$ cat src/rtl/costas_loop_seq.sv
// Costas carrier-recovery sequencer: symbol-rate strobe, BPSK/QPSK select, loop-filter flush and lock detection.
// Optional acquisition timeout / re-seed is built when COSTAS_ACQ_TIMEOUT_EN is defined.
module costas_loop_seq #(
  parameter int              WIDTH        = 16,
  parameter int              DECIM        = 4,
  parameter int              WIN_LOG2     = 6,
  parameter int              FLUSH_LEN    = 8,
  parameter logic [WIDTH-1:0] LOCK_THR    = 16'd2048,
  parameter logic [WIDTH-1:0] UNLOCK_THR  = 16'd8192,
  parameter int              LOCK_WINS    = 3,
  parameter int              TIMEOUT_WINS = 32
) (
  input  logic             clk,
  input  logic             rst_n,
  input  logic             start,
  input  logic             stop,
  input  logic             mode_req,
  input  logic [WIDTH-1:0] err_tdata,
  input  logic             err_tvalid,
  output logic             ce_out,
  output logic             is_bpsk,
  output logic             loop_rst,
  output logic             gain_wide,
  output logic             locked,
  output logic [1:0]       state_out
`ifdef COSTAS_ACQ_TIMEOUT_EN
  ,
  output logic             acq_timeout
`endif
);

  typedef enum logic [1:0] {S_IDLE = 2'd0, S_FLUSH = 2'd1, S_ACQ = 2'd2, S_TRACK = 2'd3} state_t;

  localparam int ACC_W  = WIDTH + WIN_LOG2;
  localparam int DIV_W  = $clog2(DECIM);
  localparam int FL_W   = $clog2(FLUSH_LEN + 1);
  localparam int CONS_W = $clog2(LOCK_WINS + 1);
  localparam logic [WIDTH-1:0] MOST_NEG = {1'b1, {(WIDTH-1){1'b0}}};
  localparam logic [WIDTH-1:0] MAX_POS  = {1'b0, {(WIDTH-1){1'b1}}};

  if (DECIM < 2 || TIMEOUT_WINS < 1) begin : g_bad_params
    $error("costas_loop_seq: DECIM must be >= 2 and TIMEOUT_WINS >= 1");
  end

  state_t               state_q, state_d;
  logic                 is_bpsk_q, is_bpsk_d;
  logic                 ce_q, loop_rst_q, gain_wide_q, locked_q, ce_d;
  logic [DIV_W-1:0]     div_q, div_d;
  logic [FL_W-1:0]      flush_q, flush_d;
  logic [CONS_W-1:0]    cons_q, cons_d;
  logic [ACC_W-1:0]     acc_q, acc_d, win_sum;
  logic [WIN_LOG2-1:0]  samp_q, samp_d;
  logic [WIDTH-1:0]     abs_err, win_mean;
  logic                 run_q, run_d, win_done, win_good, win_bad;

`ifdef COSTAS_ACQ_TIMEOUT_EN
  localparam int TMO_W = $clog2(TIMEOUT_WINS + 1);
  logic [TMO_W-1:0] tmo_q, tmo_d;
  logic             tmo_fire, acq_timeout_q;
  assign acq_timeout = acq_timeout_q;
`endif

  // |x| with the most-negative code clamped so it stays representable.
  always_comb begin
    if (!err_tdata[WIDTH-1])       abs_err = err_tdata;
    else if (err_tdata == MOST_NEG) abs_err = MAX_POS;
    else                            abs_err = -err_tdata;
  end

  assign run_q    = (state_q == S_ACQ) || (state_q == S_TRACK);
  assign run_d    = (state_d == S_ACQ) || (state_d == S_TRACK);
  assign win_sum  = acc_q + ACC_W'(abs_err);
  assign win_mean = win_sum[ACC_W-1:WIN_LOG2];
  assign win_done = run_q && err_tvalid && (samp_q == '1);
  assign win_good = win_mean < LOCK_THR;
  assign win_bad  = win_mean > UNLOCK_THR;

  always_comb begin
    state_d   = state_q;
    is_bpsk_d = is_bpsk_q;
    cons_d    = cons_q;
`ifdef COSTAS_ACQ_TIMEOUT_EN
    tmo_fire  = 1'b0;
`endif
    case (state_q)
      S_IDLE: begin
        if (start) begin
          state_d   = S_FLUSH;
          is_bpsk_d = mode_req;
        end
      end
      S_FLUSH: begin
        if (flush_q == FL_W'(FLUSH_LEN - 1)) state_d = S_ACQ;
      end
      S_ACQ: begin
        if (mode_req != is_bpsk_q) begin
          state_d   = S_FLUSH;
          is_bpsk_d = mode_req;
        end else if (win_done) begin
          if (!win_good)                             cons_d  = '0;
          else if (cons_q == CONS_W'(LOCK_WINS - 1)) state_d = S_TRACK;
          else                                       cons_d  = cons_q + CONS_W'(1);
`ifdef COSTAS_ACQ_TIMEOUT_EN
          if (state_d == S_ACQ && tmo_q == TMO_W'(TIMEOUT_WINS - 1)) begin
            state_d  = S_FLUSH;
            tmo_fire = 1'b1;
          end
`endif
        end
      end
      S_TRACK: begin
        if (mode_req != is_bpsk_q) begin
          state_d   = S_FLUSH;
          is_bpsk_d = mode_req;
        end else if (win_done) begin
          if (!win_bad)                              cons_d  = '0;
          else if (cons_q == CONS_W'(LOCK_WINS - 1)) state_d = S_ACQ;
          else                                       cons_d  = cons_q + CONS_W'(1);
        end
      end
      default: state_d = S_IDLE;
    endcase
    // stop outranks everything, including a mode change on the same cycle.
    if (stop) begin
      state_d   = S_IDLE;
      is_bpsk_d = is_bpsk_q;
`ifdef COSTAS_ACQ_TIMEOUT_EN
      tmo_fire  = 1'b0;
`endif
    end
    if (state_d != state_q) cons_d = '0;
  end

  // Divider and window accumulator only run while staying inside ACQ/TRACK.
  always_comb begin
    flush_d = (state_q == S_FLUSH && state_d == S_FLUSH) ? flush_q + FL_W'(1) : '0;
    ce_d    = run_q && run_d && (div_q == DIV_W'(DECIM - 1));
    div_d   = '0;
    acc_d   = '0;
    samp_d  = '0;
    if (run_q && run_d) begin
      div_d  = (div_q == DIV_W'(DECIM - 1)) ? '0 : div_q + DIV_W'(1);
      acc_d  = acc_q;
      samp_d = samp_q;
      if (err_tvalid) begin
        samp_d = samp_q + WIN_LOG2'(1);
        acc_d  = win_done ? '0 : win_sum;
      end
    end
`ifdef COSTAS_ACQ_TIMEOUT_EN
    tmo_d = (state_q == S_ACQ && state_d == S_ACQ) ? (win_done ? tmo_q + TMO_W'(1) : tmo_q) : '0;
`endif
  end

  always_ff @(posedge clk or negedge rst_n) begin
    if (!rst_n) begin
      state_q     <= S_IDLE;
      is_bpsk_q   <= 1'b1;
      ce_q        <= 1'b0;
      loop_rst_q  <= 1'b1;
      gain_wide_q <= 1'b1;
      locked_q    <= 1'b0;
      div_q       <= '0;
      flush_q     <= '0;
      cons_q      <= '0;
      acc_q       <= '0;
      samp_q      <= '0;
`ifdef COSTAS_ACQ_TIMEOUT_EN
      tmo_q         <= '0;
      acq_timeout_q <= 1'b0;
`endif
    end else begin
      state_q     <= state_d;
      is_bpsk_q   <= is_bpsk_d;
      ce_q        <= ce_d;
      loop_rst_q  <= !run_d;
      gain_wide_q <= (state_d != S_TRACK);
      locked_q    <= (state_d == S_TRACK);
      div_q       <= div_d;
      flush_q     <= flush_d;
      cons_q      <= cons_d;
      acc_q       <= acc_d;
      samp_q      <= samp_d;
`ifdef COSTAS_ACQ_TIMEOUT_EN
      tmo_q         <= tmo_d;
      acq_timeout_q <= tmo_fire;
`endif
    end
  end

  assign ce_out    = ce_q;
  assign is_bpsk   = is_bpsk_q;
  assign loop_rst  = loop_rst_q;
  assign gain_wide = gain_wide_q;
  assign locked    = locked_q;
  assign state_out = state_q;

endmodule

$ cat config.mk
export PLATFORM = sky130hd
export DESIGN_NAME = costas_loop_seq
export DESIGN_NICKNAME = d
export VERILOG_FILES = /design/src/rtl/costas_loop_seq.sv
export SDC_FILE = /design/constraint.sdc
export NUM_CORES = 1
export LEC_CHECK = 0
export CAP_MARGIN = 20
export CORE_MARGIN = 8
export CORE_UTILIZATION = 64
export DETAILED_ROUTE_END_ITERATION = 6
export HOLD_SLACK_MARGIN = 0.15
export MAX_ROUTING_LAYER = met4
export PLACE_DENSITY = 0.87
export SYNTH_ARGS = -nofsm -noshare
export SYNTH_HDL_FRONTEND = slang
export SYNTH_SLANG_ARGS = --single-unit
$ cat constraint.sdc
create_clock -name clk -period 5.2 [get_ports clk]
set_input_delay 0.52 -clock clk [delete_from_list [all_inputs] [get_ports clk]]
set_output_delay 0.52 -clock clk [all_outputs]
set_load 0.005 [all_outputs]
======== Yosys cells after proc, flatten, opt, wreduce, memory -nomap -nowiden ========
Index checks and enable logic that the tools add are counted.
storage, ports and cells
  bits in registers ....................... 43
  latch bits .............................. 0
  bits in writable memories ............... 0
  memory bits (read-only) ................. 0
  memories ................................ 0
cells by class
  $add $sub $neg .......................... 6
  $mul .................................... 0
  div/mod/pow operators ................... 0
  order comparisons ....................... 2
  equality and inequality tests ........... 21
  shifts and indexed selects .............. 0
  mux-type cells .......................... 34
  bitwise logic cells ..................... 1
  reduce and logical (&&, ||, !) cells .... 14
operators with widths
  kind                                                   count
  2-to-1 mux 22 bit                                      3
  2-to-1 mux 2 bit                                       21
  2-to-1 mux 16 bit                                      2
  adder 22 x 16 -> 22 bit                                1
  equality test 16 bit, second input constant            1
  > comparator 16 x 14 -> 1 bit, second input constant   1
  < comparator 16 x 12 -> 1 bit, second input constant   1
  negator 16 bit                                         1
  equality test 2 bit, second input constant             6
  2-to-1 mux 6 bit                                       2
  inequality test 3 x 2 -> 1 bit, second input constant  4
  one-hot mux 2 bit (4 select lines)                     1
  adder 6 x 1 -> 6 bit, second input constant            1
  equality test 6 bit, second input constant             1
  inequality test 2 bit, second input constant           3
  logical AND 1 bit                                      5
  AND reduction 5 bit                                    1
  adder 2 x 1 -> 2 bit, second input constant            2
  adder 4 x 1 -> 4 bit, second input constant            1
  equality test 2 x 1 -> 1 bit, second input constant    2
  equality test 4 x 3 -> 1 bit, second input constant    1
  2-to-1 mux 4 bit                                       1
  one-hot mux 2 bit (2 select lines)                     1
  AND reduction 4 bit                                    1
  other kinds (12)                                       14

======== Logic depth before layout (Yosys ltp) ========
  depth after elaboration ................. 14
  mapped depth ............................ 20

======== Worst setup path after synthesis ========
OpenSTA, ideal clock, no wires.
  kind .................................... input -> register
  from .................................... in err_tdata[3]
  to ...................................... reg state_q[0], in the netlist state_out[0]
  library setup time ...................... 0.127 ns
  arrival time ............................ 4.284 ns
  data required time ...................... 5.073 ns
  setup slack ............................. 0.789 ns
  stages .................................. 20
  buffers on the path ..................... 1
  cell sequence ........................... nor3_1 > nand2b_1 > nor3_1 > nand2_1 > nor4_1 > nand2_1 > clkbuf_1 > nand2_1 > ha_1 > inv_1 > fa_1 > nand2b_1 > a21oi_2 > o21ai_1 > nand2_1 > nor4_1 > or4_1 > nand4_1 > o21ai_0 > or2_2
on the way
  longest elaborated chain between the ends .. 10
  elaborated cells on any way between the ends .. 15
  those cells by class .................... 2 x add/sub; 2 x order compare; 1 x eq/ne; 10 x mux
ends and longest elaborated chain
  item                                                                            RTL line  source
  from (decl)                                                                     18        input logic [WIDTH-1:0] err_tdata,
  negator 16 bit or equality test 16 bit (tied branches)                          67, 66
  2-to-1 mux 16 bit                                                               66        else if (err_tdata == MOST_NEG) abs_err = MAX_POS;
  2-to-1 mux 16 bit *                                                             65        if (!err_tdata[WIDTH-1]) abs_err = err_tdata;
  adder 22 x 16 -> 22 bit *                                                       72        assign win_sum = acc_q + ACC_W'(abs_err);
  > comparator 16 x 14 -> 1 bit or < comparator 16 x 12 -> 1 bit (tied branches)  76, 75
  2-to-1 mux 2 bit, on equally long branches                                      116, 100
  2-to-1 mux 2 bit, on equally long branches                                      115, 99
  2-to-1 mux 2 bit, on equally long branches                                      112, 96
  one-hot mux 2 bit (4 select lines) *                                            85        case (state_q)
  2-to-1 mux 2 bit *                                                              124       if (stop) begin
  via state_d[0]                                                                  45        state_t state_q, state_d;
  to (signal assigned)                                                            173       state_q <= state_d;
  to (decl)                                                                       45
The timed path passes the listed nets; every way through them passes the cells marked *.
A chain may end at the register's enable or synchronous reset.

======== Worst setup path after layout ========
Same ends and word-level chain as after synthesis.

==> run metrics <==
FFs w/ async S/R, synth=1.00; Peak VDD IR=0.169 mV; Synth Instances=421; Cell Pwr Density=187 nW/µm²; die width=90.9 µm; number of clock sinks=43; CORE AREA=5470 µm²; Initial DRC Count=229; Reg clk slew, reported paths=90 ps; Routed WL=8660 µm; HPWL after detailed placement=6630 µm; Yosys top cell area share=0.279; fillers=446; max_cap viols=0; antenna diode count=0; Initial Utilization=0.656; initial antenna violation count=0; number of port buffers=28; mux cell area share after synthesis=0.00558; synth top area cells=dfrtp_1, ha_1, nand2_1, xor2_1, o21ai_0; most frequent cells in the layout=nand2_1, dfrtp_1, o21ai_0; Clock Path Buffers=2; Final Wtd Congestion=0.950; largest net degree at the start of global routing=44; Tot Pwr=0.745 mW; Synth Area in Compound Gates=0.251; # setup viols final=0; RSZ-0062 raised after global routing=false; clock power share=0.368; Final Hold Viols=0; clk_skew=5.17 ps; post-CTS setup repair buffer count=0; H-tree depth=2; critical path class=primary input to flop; XOR/XNOR Fraction of Synth Area=0.0878; Yosys warning total=0; post-route cell area=3990 µm²; Arr. time, crit path=5020 ps; placed cell area=3860 µm²; Die Y=90.9 µm; cell taking the most area after synthesis=dfrtp_1; crit path time final=4830 ps; setup_tns=0 ps; Slew @ Worst Pin=976 ps; post-synthesis sequential area ratio=0.301; number of synthesized flops with an enable pin=0; Int Pwr=0.539 mW; die area=8260 µm²; CTS Buf Count=5; Adder-Cell Fraction of Synth Area=0.0857; clk_lat worst skew=300 ps; commonest non-fill, non-tap cell in the layout=nand2_1; P_leak=1.72 nW; Cell Area, Synth=3590 µm²; Wirelength per Cell=16.8 µm; layout cells sized above 1=0.119; vias in the first global route=3105; post-synthesis simple-gate area fraction=0.208; number of synthesized register bits=43; max_slew headroom=0.349; GRT Residual Overflow=0; DRT Pass-1 Iters=5; drt drc=0; Primary FF master, synth=dfrtp_1; Area Growth Syn to Fin=11.3%; fin nets=489; Critical Path End Type=flop; first-pass GRT wire length=14500 µm; critical path startpoint category=primary input; syn nets=467; CP max FO=8; Total Routing Usage GR=0.214; status=finished, final reports clean; Crit path largest cell delay=480 ps; Final Hold Slack=369 ps; Tcrit/Tclk final=0.928; Hold Path Class=primary input to asynchronous set/reset pin; PostCTS Resize Cnt=0; crit path cell chain=clkdlybuf4s50_1 > nor3_2 > nand2b_1 > nor3_1 > nand2_1 > or4_1 > o31ai_2 > xor2_1 > nand2_1 > ha_2 > nand3_1 > nor2_1 > and3_1 > o2111ai_2 > xor2_1 > and2_4 > o31ai_4 > o21ai_0 > or2_2; NetSw=0.206 mW; critical path's slowest cell=or4_1; largest family of logic cells by synthesized area=compound AO/OA/AOI/OAI gates; Hold-fix buffers, CTS=0; CTS tree=done; Reg power frac=0.457; vias after detailed routing=3258; max frequency=0.207 GHz; antenna viol nets, final=0; fin. max-slew vios=0; synth unique cells=74; WP data required=5390 ps; Cell Rows=27; clock root buffer=clkbuf_8; Avg Inst Size Synth=8.53 µm²; Net Sw Frac=0.277; Comb pwr share=0.175; Vias per Instance=6.31; # IOs=29
[critical path: cells and delay by family]
family	cells	cell delay, ps
buffers and inverters	1	460
AOI/OAI and AO/OA	4	900
xor gates and xnor gates	2	360
and+or+nand+nor	11	2340
adders and majority gates	1	410
[cells in the mapped netlist (all sizes together), types with 3 or more instances]
| master | instances |
|---|---|
| a21o | 3 |
| inv | 17 |
| nand2 | 55 |
| nand4 | 6 |
| ha | 23 |
| or4 | 4 |
| dfstp | 3 |
| a21oi | 29 |
| dfrtp | 40 |
| a211oi | 3 |
| buf | 6 |
| nor3 | 15 |
| a21boi | 5 |
| xnor2 | 16 |
| o31ai | 7 |
| a22o | 8 |
| and3 | 8 |
| xor2 | 20 |
| o211ai | 5 |
| and2 | 4 |
| o21ai | 38 |
| nand2b | 4 |
| clkbuf | 15 |
| o2111ai | 3 |
| nor4 | 4 |
| nand3 | 9 |
| nor2 | 31 |
| o21bai | 4 |
| o21a | 5 |
[area by class of cell]
cell class / instances / area, µm² / share of cell area
clock inverter: 3 / 47.5 / 0.0119
multi-input combinational: 340 / 2310 / 0.578
inverter: 17 / 63.8 / 0.0160
timing repair buffer: 36 / 335 / 0.0840
sequential: 43 / 1080 / 0.270
tap: 72 / 90.1 / 0.0226
clock buffer: 5 / 68.8 / 0.0172
[power groups by stage]
stage	Clock [mW]	Sequential [mW]	Combinational, mW
finish	0.274	0.341	0.131
global route	0.289	0.341	0.144
CTS	0.277	0.341	0.129
detailed placement	0	0.347	0.128
global placement	0	0.347	0.125
floorplan	0	0.346	0.0821
[routing by layer]
layer | track usage | share of wire
met1 | 0.267 | 0.44
met2 | 0.350 | 0.49
met3 | 0.0316 | 0.047
met4 | 0.0655 | 0.019
met5 | - | 0
[flip-flops by register name (all words and copies together) (netlist names)]
name,cells
samp_q,6
acc_q,22
div_q,2
ce_out,1
locked,1
flush_q,4
is_bpsk,1
state_out,2
loop_rst,1
cons_q,2
gain_wide,1
[cells by family after synthesis]
| group | count (synthesis) |
|---|---|
| xor+xnor | 36 |
| simple gates | 151 |
| flops | 43 |
| buf+inv | 38 |
| mux | 2 |
| fa+ha+maj | 24 |
| compound gates | 127 |
[stage by stage]
stage,utilization,setup WS [ps],std cells
3_3_place_gp,0.705,107,508
6_report,0.730,373,516
2_1_floorplan,-,789,421
4_1_cts,0.726,223,516
3_5_place_dp,0.705,-88.0,508
5_1_grt,0.730,33.9,516
[path summary, 6_finish.rpt]
kind                       slack (ps)  cells after the start    startpoint           end
min in group clk                  450                      1      div_q[0]      div_q[0]
min                               370                      1         rst_n    flush_q[0]
min reg2reg                       450                      1      div_q[0]      div_q[0]
max in group asynchronous        4230                      1         rst_n      acc_q[5]
max                               370                     19  err_tdata[3]  state_out[0]
max reg2reg                      2000                     12      acc_q[0]  state_out[0]
Power figures use the tool's default switching activity.
